[config.mk]
export PLATFORM = sky130hd
export DESIGN_NAME = cacheline_arbiter_flat
export DESIGN_NICKNAME = d
export VERILOG_FILES = /design/src/rtl/cacheline_arbiter_pkg.sv /design/src/rtl/cacheline_arbiter_if.sv /design/src/rtl/cacheline_arbiter_sat_counter.sv /design/src/rtl/cacheline_arbiter.sv /design/src/flat_wrapper.sv
export SDC_FILE = /design/constraint.sdc
export NUM_CORES = 1
export LEC_CHECK = 0
export ABC_AREA = 1
export ABC_CLOCK_PERIOD_IN_PS = 2200
export CORE_AREA = 2 2 580 582
export CTS_CLUSTER_DIAMETER = 100
export CTS_CLUSTER_SIZE = 10
export DETAILED_ROUTE_END_ITERATION = 7
export DIE_AREA = 0 0 582 584
export PLACE_DENSITY = 0.3
export SYNTH_ARGS = -nofsm -noshare
export SYNTH_HDL_FRONTEND = slang
export SYNTH_SLANG_ARGS = --single-unit
export TNS_END_PERCENT = 50
[constraint.sdc]
create_clock -name clk -period 2.2 [get_ports clk]
set_input_delay 0.44 -clock clk [delete_from_list [all_inputs] [get_ports clk]]
set_output_delay 0.44 -clock clk [all_outputs]
set_load 0.05 [all_outputs]
[src/rtl/cacheline_arbiter_pkg.sv]
// Shared types for the cacheline arbiter: FSM states, port-owner encoding,
// default bus widths and a small owner helper.
package arbiter_types;

    localparam int unsigned DEFAULT_LINE_W = 256;
    localparam int unsigned DEFAULT_ADDR_W = 32;
    localparam int unsigned DEFAULT_CNT_W  = 32;

    typedef enum logic [1:0] {
        ARB_IDLE    = 2'd0,
        ARB_SERVE_I = 2'd1,
        ARB_SERVE_D = 2'd2
    } arb_state_e;

    typedef enum logic {
        OWN_I = 1'b0,
        OWN_D = 1'b1
    } owner_e;

    // The requester that wins a tie: whoever was not granted last.
    function automatic owner_e other_owner(input owner_e o);
        return (o == OWN_I) ? OWN_D : OWN_I;
    endfunction

endpackage

[src/rtl/cacheline_arbiter_if.sv]
// Bundle of the icache, dcache and memory-adaptor line buses around the arbiter.
//   master : arbiter view (takes cache requests, drives the adaptor request)
//   slave  : environment view (caches and adaptor)
interface cacheline_arbiter_if
    import arbiter_types::*;
#(
    parameter int unsigned LINE_W = DEFAULT_LINE_W,
    parameter int unsigned ADDR_W = DEFAULT_ADDR_W
);

    // icache side
    logic              i_read;
    logic [ADDR_W-1:0] i_addr;
    logic [LINE_W-1:0] i_rdata;
    logic              i_resp;

    // dcache side
    logic              d_read;
    logic              d_write;
    logic [ADDR_W-1:0] d_addr;
    logic [LINE_W-1:0] d_wdata;
    logic [LINE_W-1:0] d_rdata;
    logic              d_resp;

    // cacheline adaptor side
    logic              m_read;
    logic              m_write;
    logic [ADDR_W-1:0] m_addr;
    logic [LINE_W-1:0] m_wdata;
    logic [LINE_W-1:0] m_rdata;
    logic              m_resp;

    modport master (
        input  i_read, i_addr,
        output i_rdata, i_resp,
        input  d_read, d_write, d_addr, d_wdata,
        output d_rdata, d_resp,
        output m_read, m_write, m_addr, m_wdata,
        input  m_rdata, m_resp
    );

    modport slave (
        output i_read, i_addr,
        input  i_rdata, i_resp,
        output d_read, d_write, d_addr, d_wdata,
        input  d_rdata, d_resp,
        input  m_read, m_write, m_addr, m_wdata,
        output m_rdata, m_resp
    );

endinterface

[src/rtl/cacheline_arbiter_sat_counter.sv]
// Saturating up-counter used for the arbiter performance counters.
//   clk, rst (async active-low), inc : count one when high
//   count                            : registered value, sticks at all-ones
module sat_counter #(
    parameter int unsigned WIDTH = 32
) (
    input  logic             clk,
    input  logic             rst,
    input  logic             inc,
    output logic [WIDTH-1:0] count
);

    always_ff @(posedge clk or negedge rst) begin
        if (!rst) begin
            count <= '0;
        end else if (inc && (count != '1)) begin
            count <= count + WIDTH'(1);
        end
    end

endmodule

[src/rtl/cacheline_arbiter.sv]
// Round-robin arbiter sharing one cacheline memory port between icache and dcache.
//   clk, rst (async active-low)
//   bus        : icache / dcache request+response, adaptor request+response
//   cnt_igrant : icache grants, saturating
//   cnt_dgrant : dcache grants, saturating
//   cnt_wait   : cycles a cache waits on the other (busy port or lost tie)
module cacheline_arbiter
    import arbiter_types::*;
#(
    parameter int unsigned LINE_W = DEFAULT_LINE_W,
    parameter int unsigned ADDR_W = DEFAULT_ADDR_W,
    parameter int unsigned CNT_W  = DEFAULT_CNT_W
) (
    input  logic                clk,
    input  logic                rst,
    cacheline_arbiter_if.master bus,
    output logic [CNT_W-1:0]    cnt_igrant,
    output logic [CNT_W-1:0]    cnt_dgrant,
    output logic [CNT_W-1:0]    cnt_wait
);

    arb_state_e        state_q, state_d;
    owner_e            last_q, last_d;

    logic              m_read_q, m_read_d;
    logic              m_write_q, m_write_d;
    logic [ADDR_W-1:0] m_addr_q, m_addr_d;
    logic [LINE_W-1:0] m_wdata_q, m_wdata_d;

    logic              i_req, d_req;
    logic              grant_i, grant_d;
    logic              inc_wait;

    assign i_req = bus.i_read;
    assign d_req = bus.d_read | bus.d_write;

    // Read data is broadcast; only the resp strobe identifies the owner.
    assign bus.i_rdata = bus.m_rdata;
    assign bus.d_rdata = bus.m_rdata;

    assign bus.m_read  = m_read_q;
    assign bus.m_write = m_write_q;
    assign bus.m_addr  = m_addr_q;
    assign bus.m_wdata = m_wdata_q;

    // State and downstream request registers.
    always_ff @(posedge clk or negedge rst) begin
        if (!rst) begin
            state_q   <= ARB_IDLE;
            last_q    <= OWN_I;
            m_read_q  <= 1'b0;
            m_write_q <= 1'b0;
            m_addr_q  <= '0;
            m_wdata_q <= '0;
        end else begin
            state_q   <= state_d;
            last_q    <= last_d;
            m_read_q  <= m_read_d;
            m_write_q <= m_write_d;
            m_addr_q  <= m_addr_d;
            m_wdata_q <= m_wdata_d;
        end
    end

    // Arbitration, request launch and response routing.
    always_comb begin
        state_d    = state_q;
        last_d     = last_q;
        m_read_d   = m_read_q;
        m_write_d  = m_write_q;
        m_addr_d   = m_addr_q;
        m_wdata_d  = m_wdata_q;
        grant_i    = 1'b0;
        grant_d    = 1'b0;
        inc_wait   = 1'b0;
        bus.i_resp = 1'b0;
        bus.d_resp = 1'b0;

        case (state_q)
            ARB_IDLE: begin
                if (i_req && d_req) begin
                    // Tie: the loser of this cycle is counted as waiting.
                    grant_d  = (other_owner(last_q) == OWN_D);
                    grant_i  = ~grant_d;
                    inc_wait = 1'b1;
                end else begin
                    grant_i = i_req;
                    grant_d = d_req;
                end

                if (grant_i) begin
                    m_read_d  = 1'b1;
                    m_write_d = 1'b0;
                    m_addr_d  = bus.i_addr;
                    last_d    = OWN_I;
                    state_d   = ARB_SERVE_I;
                end else if (grant_d) begin
                    // Simultaneous read and write from dcache resolves to the write.
                    m_read_d  = ~bus.d_write;
                    m_write_d = bus.d_write;
                    m_addr_d  = bus.d_addr;
                    if (bus.d_write) begin
                        m_wdata_d = bus.d_wdata;
                    end
                    last_d    = OWN_D;
                    state_d   = ARB_SERVE_D;
                end
            end

            ARB_SERVE_I: begin
                inc_wait = d_req;
                if (bus.m_resp) begin
                    bus.i_resp = 1'b1;
                    m_read_d   = 1'b0;
                    m_write_d  = 1'b0;
                    state_d    = ARB_IDLE;
                end
            end

            ARB_SERVE_D: begin
                inc_wait = i_req;
                if (bus.m_resp) begin
                    bus.d_resp = 1'b1;
                    m_read_d   = 1'b0;
                    m_write_d  = 1'b0;
                    state_d    = ARB_IDLE;
                end
            end

            default: begin
                m_read_d  = 1'b0;
                m_write_d = 1'b0;
                state_d   = ARB_IDLE;
            end
        endcase
    end

    sat_counter #(.WIDTH(CNT_W)) u_cnt_igrant (
        .clk   (clk),
        .rst   (rst),
        .inc   (grant_i),
        .count (cnt_igrant)
    );

    sat_counter #(.WIDTH(CNT_W)) u_cnt_dgrant (
        .clk   (clk),
        .rst   (rst),
        .inc   (grant_d),
        .count (cnt_dgrant)
    );

    sat_counter #(.WIDTH(CNT_W)) u_cnt_wait (
        .clk   (clk),
        .rst   (rst),
        .inc   (inc_wait),
        .count (cnt_wait)
    );

    // A read and a write are never launched together.
    a_one_op: assert property (@(posedge clk) disable iff (!rst)
        !(m_read_q && m_write_q));

    // While a transaction is outstanding the downstream request is frozen.
    a_hold: assert property (@(posedge clk) disable iff (!rst)
        ((state_q != ARB_IDLE) && !bus.m_resp) |=>
            ($stable(m_addr_q) && $stable(m_wdata_q) && $stable({m_read_q, m_write_q})));

endmodule

[src/flat_wrapper.sv]
// flat-port wrapper written by rule: the top's interface ports become plain ports
module cacheline_arbiter_flat import arbiter_types::*;
#(
    parameter int unsigned LINE_W = DEFAULT_LINE_W,
    parameter int unsigned ADDR_W = DEFAULT_ADDR_W,
    parameter int unsigned CNT_W  = DEFAULT_CNT_W
)
  (clk, rst, cnt_igrant, cnt_dgrant, cnt_wait, bus_i_read, bus_i_addr, bus_i_rdata, bus_i_resp, bus_d_read, bus_d_write, bus_d_addr, bus_d_wdata, bus_d_rdata, bus_d_resp, bus_m_read, bus_m_write, bus_m_addr, bus_m_wdata, bus_m_rdata, bus_m_resp);
  cacheline_arbiter_if #(.LINE_W(LINE_W), .ADDR_W(ADDR_W)) bus_i ();
  input  logic clk;
  input  logic rst;
  output logic [CNT_W-1:0] cnt_igrant;
  output logic [CNT_W-1:0] cnt_dgrant;
  output logic [CNT_W-1:0] cnt_wait;
  input wire logic [$bits(bus_i.i_read)-1:0] bus_i_read;
  input wire logic [$bits(bus_i.i_addr)-1:0] bus_i_addr;
  output wire logic [$bits(bus_i.i_rdata)-1:0] bus_i_rdata;
  output wire logic [$bits(bus_i.i_resp)-1:0] bus_i_resp;
  input wire logic [$bits(bus_i.d_read)-1:0] bus_d_read;
  input wire logic [$bits(bus_i.d_write)-1:0] bus_d_write;
  input wire logic [$bits(bus_i.d_addr)-1:0] bus_d_addr;
  input wire logic [$bits(bus_i.d_wdata)-1:0] bus_d_wdata;
  output wire logic [$bits(bus_i.d_rdata)-1:0] bus_d_rdata;
  output wire logic [$bits(bus_i.d_resp)-1:0] bus_d_resp;
  output wire logic [$bits(bus_i.m_read)-1:0] bus_m_read;
  output wire logic [$bits(bus_i.m_write)-1:0] bus_m_write;
  output wire logic [$bits(bus_i.m_addr)-1:0] bus_m_addr;
  output wire logic [$bits(bus_i.m_wdata)-1:0] bus_m_wdata;
  input wire logic [$bits(bus_i.m_rdata)-1:0] bus_m_rdata;
  input wire logic [$bits(bus_i.m_resp)-1:0] bus_m_resp;
  assign bus_i.i_read = bus_i_read;
  assign bus_i.i_addr = bus_i_addr;
  assign bus_i_rdata = bus_i.i_rdata;
  assign bus_i_resp = bus_i.i_resp;
  assign bus_i.d_read = bus_d_read;
  assign bus_i.d_write = bus_d_write;
  assign bus_i.d_addr = bus_d_addr;
  assign bus_i.d_wdata = bus_d_wdata;
  assign bus_d_rdata = bus_i.d_rdata;
  assign bus_d_resp = bus_i.d_resp;
  assign bus_m_read = bus_i.m_read;
  assign bus_m_write = bus_i.m_write;
  assign bus_m_addr = bus_i.m_addr;
  assign bus_m_wdata = bus_i.m_wdata;
  assign bus_i.m_rdata = bus_m_rdata;
  assign bus_i.m_resp = bus_m_resp;
  cacheline_arbiter #(.LINE_W(LINE_W), .ADDR_W(ADDR_W), .CNT_W(CNT_W)) u_core (.clk(clk), .rst(rst), .bus(bus_i), .cnt_igrant(cnt_igrant), .cnt_dgrant(cnt_dgrant), .cnt_wait(cnt_wait));
endmodule
==> results.md <==
- Setup TNS: 0 ns
- Final RePlAce weighted congestion: 0.812
- Post-Route WL: 170 mm
- Worst reg2reg startpoint: u_core.state_q[0]
- WHS: 0.163 ns
- Crit path kind: reg2out
- Via count: 17100
- R2R Setup Slk: 0.12 ns
- Pins over their slew limit: 0
- F_max: 463 MHz
- Placed Instances: 6942
- H-tree depth: 2
- Power Total: 48800 µW
- Yosys warnings: 0
- CTS Buf Count: 52
- Drt first pass iters: 4
- I/O pin total: 1482
- Die ar.: 0.340 mm²
- First-pass GRT wire length: 210 mm
- Sequential cell area: 0.00974 mm²
- Clock Tree Root: clkbuf_16
- Required @ worst endpoint: 1.76 ns
- Input/output buffers: 713
- WL/cell: 24.1 µm
- DRC Markers: 0
- #FFs+latches synth: 389
- Synthesized area per cell: 9.28 µm²
- DPL Wire Length: 147 mm
- Initial Util: 6.48%
- TritonCTS clock tree: done
- Core area: 0.333 mm²
- Clock-pin slew on the worst setup and hold paths: 0.06 ns
- Number of library cell types mapped by synthesis: 32
- Worst EP arrival: 1.72 ns
- DRT iter0 DRCs: 659
- Final hold vios: 0
- Clock buffer depth: 3
- Slowest-stage cell, CP: dfrtp_1
- Post-Syn Nets: 2912
- Crit Reg-Reg Endpoint: u_core.u_cnt_wait.count[31]
- # clock sinks: 389
- Post-route setup slack: 0.0380 ns
- Vias in the first global route: 17800
- Worst skew pair latency: 0.72 ns
- Sequential fraction of the synthesis area: 45.2%
- RSZ-0062 raised after global routing: yes
- Drt via density: 2.43
- # rows: 212
- # fillers: 38500
- Family with the most delay on the worst path: flip-flops
- Most frequent cells in the layout: nand2_1, dfrtp_1, clkdlybuf4s50_1
- Fraction of layout cells with a size suffix above 1: 20.8%
- Post-Synthesis Cells: 2323
- Largest net degree at the start of global routing: 71
- Worst clock skew: 0.0381 ns
- Worst VDD drop: 0.000700 V
- P&R area growth vs syn: 49.6%
- Post-layout net count: 3206
- Minimum clock period: 2.16 ns
- CP max FO: 4
- GRT overflow: 0
- Footprint of the multi-input gates: 0.00742 mm²
- Antenna Nets Post-Route: 0
- Crit start category: flip-flop
- Die width: 582 µm
- Leakage: 0.0126 µW
- CP Buf/Inv Count: 3
- Slew @ Worst Pin: 0.598 ns
- Reg2Reg Depth: 12
- Worst slack, placed: -0.320 ns
- Type of destination of the critical path: output port
- Most common cell after layout, fill and taps aside: nand2_1
- Final setup vio count: 0
- Final period util: 98.3%
- CP max stage delay: 0.42 ns
- Total power divided by cell area: 1510 mW/mm²
- Max cap viols: 0
- Layout Cells excl Fill: 7030
- Run status: complete, no violations
- Die Ht: 584 µm
- Critical Path, Cell by Cell: buf_6, ha_4, nand2_4, inv_4, buf_12
- Initial antenna violation count: 69
- Tot GR Track Use: 9.67%
- Post-synthesis cell area: 0.0216 mm²
- Worst hold path class: in2async
- Worst slew margin: 60.3%
[power breakdown]
group | switching [µW] | internal (µW) | leakage (µW)
logic | 20300 | 7400 | 0.00700
registers | 2070 | 10100 | 0.00475
clock network | 3940 | 4980 | 0.000804
total | 26400 | 22500 | 0.0126
[layer usage]
layer  GRT usage (%)  part of all wire [%]  up-vias
met2            13.7                    40     1174
met1            10.5                    38     8087
li1                -                     -     7454
met3            8.27                    18      330
met5            1.30                  0.38        -
met4            2.59                   3.1       28
[worst max path at each step]
stage / from / cells after the start / to
floorplan: u_core.u_cnt_wait.count[0] / 9 / u_core.u_cnt_wait.count[11]
global placement: bus_d_write / 11 / u_core.u_cnt_wait.count[2]
detailed placement: bus_d_write / 11 / u_core.u_cnt_wait.count[13]
CTS: u_core.state_q[0] / 5 / bus_d_resp
global route: u_core.state_q[1] / 5 / bus_i_resp
finish: u_core.state_q[1] / 5 / bus_d_resp
[metrics by stage]
step	instance area (µm²)	util, %
3_5_place_dp	30500	9.16
2_1_floorplan	21600	-
5_1_grt	32200	9.69
3_3_place_gp	30500	9.16
6_report	32200	9.69
4_1_cts	32100	9.65
[synthesized netlist by cell type]
| master | count | area share, % |
|---|---|---|
| a21oi_1 | 3 | 0.070 |
| a31oi_1 | 32 | 0.93 |
| buf_1 | 2 | 0.035 |
| buf_2 | 41 | 0.95 |
| buf_4 | 515 | 18 |
| buf_6 | 6 | 0.31 |
| clkbuf_1 | 5 | 0.087 |
| clkinv_1 | 1 | 0.017 |
| dfrtp_1 | 389 | 45 |
| ha_1 | 7 | 0.41 |
| inv_1 | 81 | 1.4 |
| inv_2 | 4 | 0.070 |
| inv_4 | 1 | 0.029 |
| mux2_1 | 229 | 12 |
| mux2_2 | 27 | 1.4 |
| nand2_1 | 635 | 11 |
| nand2_2 | 5 | 0.15 |
| nand2_4 | 3 | 0.16 |
| nand3_1 | 62 | 1.4 |
| nand3b_1 | 7 | 0.24 |
| nand3b_2 | 1 | 0.052 |
| nand3b_4 | 1 | 0.093 |
| nand4_1 | 6 | 0.17 |
| nor2_1 | 189 | 3.3 |
| nor2_2 | 8 | 0.23 |
| nor2_4 | 3 | 0.16 |
| nor2_8 | 1 | 0.093 |
| nor3_1 | 4 | 0.093 |
| o21ai_0 | 11 | 0.26 |
| o21ai_1 | 3 | 0.070 |
| xnor2_1 | 22 | 0.89 |
| xor2_1 | 19 | 0.77 |
[area by class of cell]
class | instances | area share (%)
multi-input cells | 1278 | 23.0
well taps | 4387 | 17.0
flip-flops and latches | 389 | 30.2
clock inverters | 15 | 0.718
repair buffers | 809 | 23.6
diodes | 2 | 0.0155
inverters | 87 | 1.04
clock buffers | 63 | 4.38
[flip-flops by register name (all words and copies together) (netlist names)]
name / count
u_core.bus.m_wdata: 256
u_core.bus.m_addr: 32
u_core.u_cnt_dgrant.count: 32
u_core.u_cnt_igrant.count: 32
u_core.u_cnt_wait.count: 32
u_core.state_q: 2
u_core.bus.m_read: 1
u_core.bus.m_write: 1
u_core.last_q: 1
[cell families (layout without fill, tap and decap cells)]
kind of cell	after synthesis	after routing	share of synthesized area, %
adders and majority gates	7	7	0.406
other	0	2	0
muxes	256	256	13.4
and+or+nand+nor	925	925	17.2
buffers and inverters	656	974	20.8
AOI/OAI and AO/OA	49	49	1.32
xor gates and xnor gates	41	41	1.67
DFF	389	389	45.2
[repair_timing]
action / 4_1_cts / 5_1_grt
hold endpoints to repair: 138 / 0
setup buffers: 0 / 5
gates cloned: 0 / 2
pin swaps: 0 / 2
hold buffers: 1 / 0
resized for setup: 378 / 31
setup endpoints to repair: 204 / 43
Note: power is estimated with default switching activity, not from simulation.
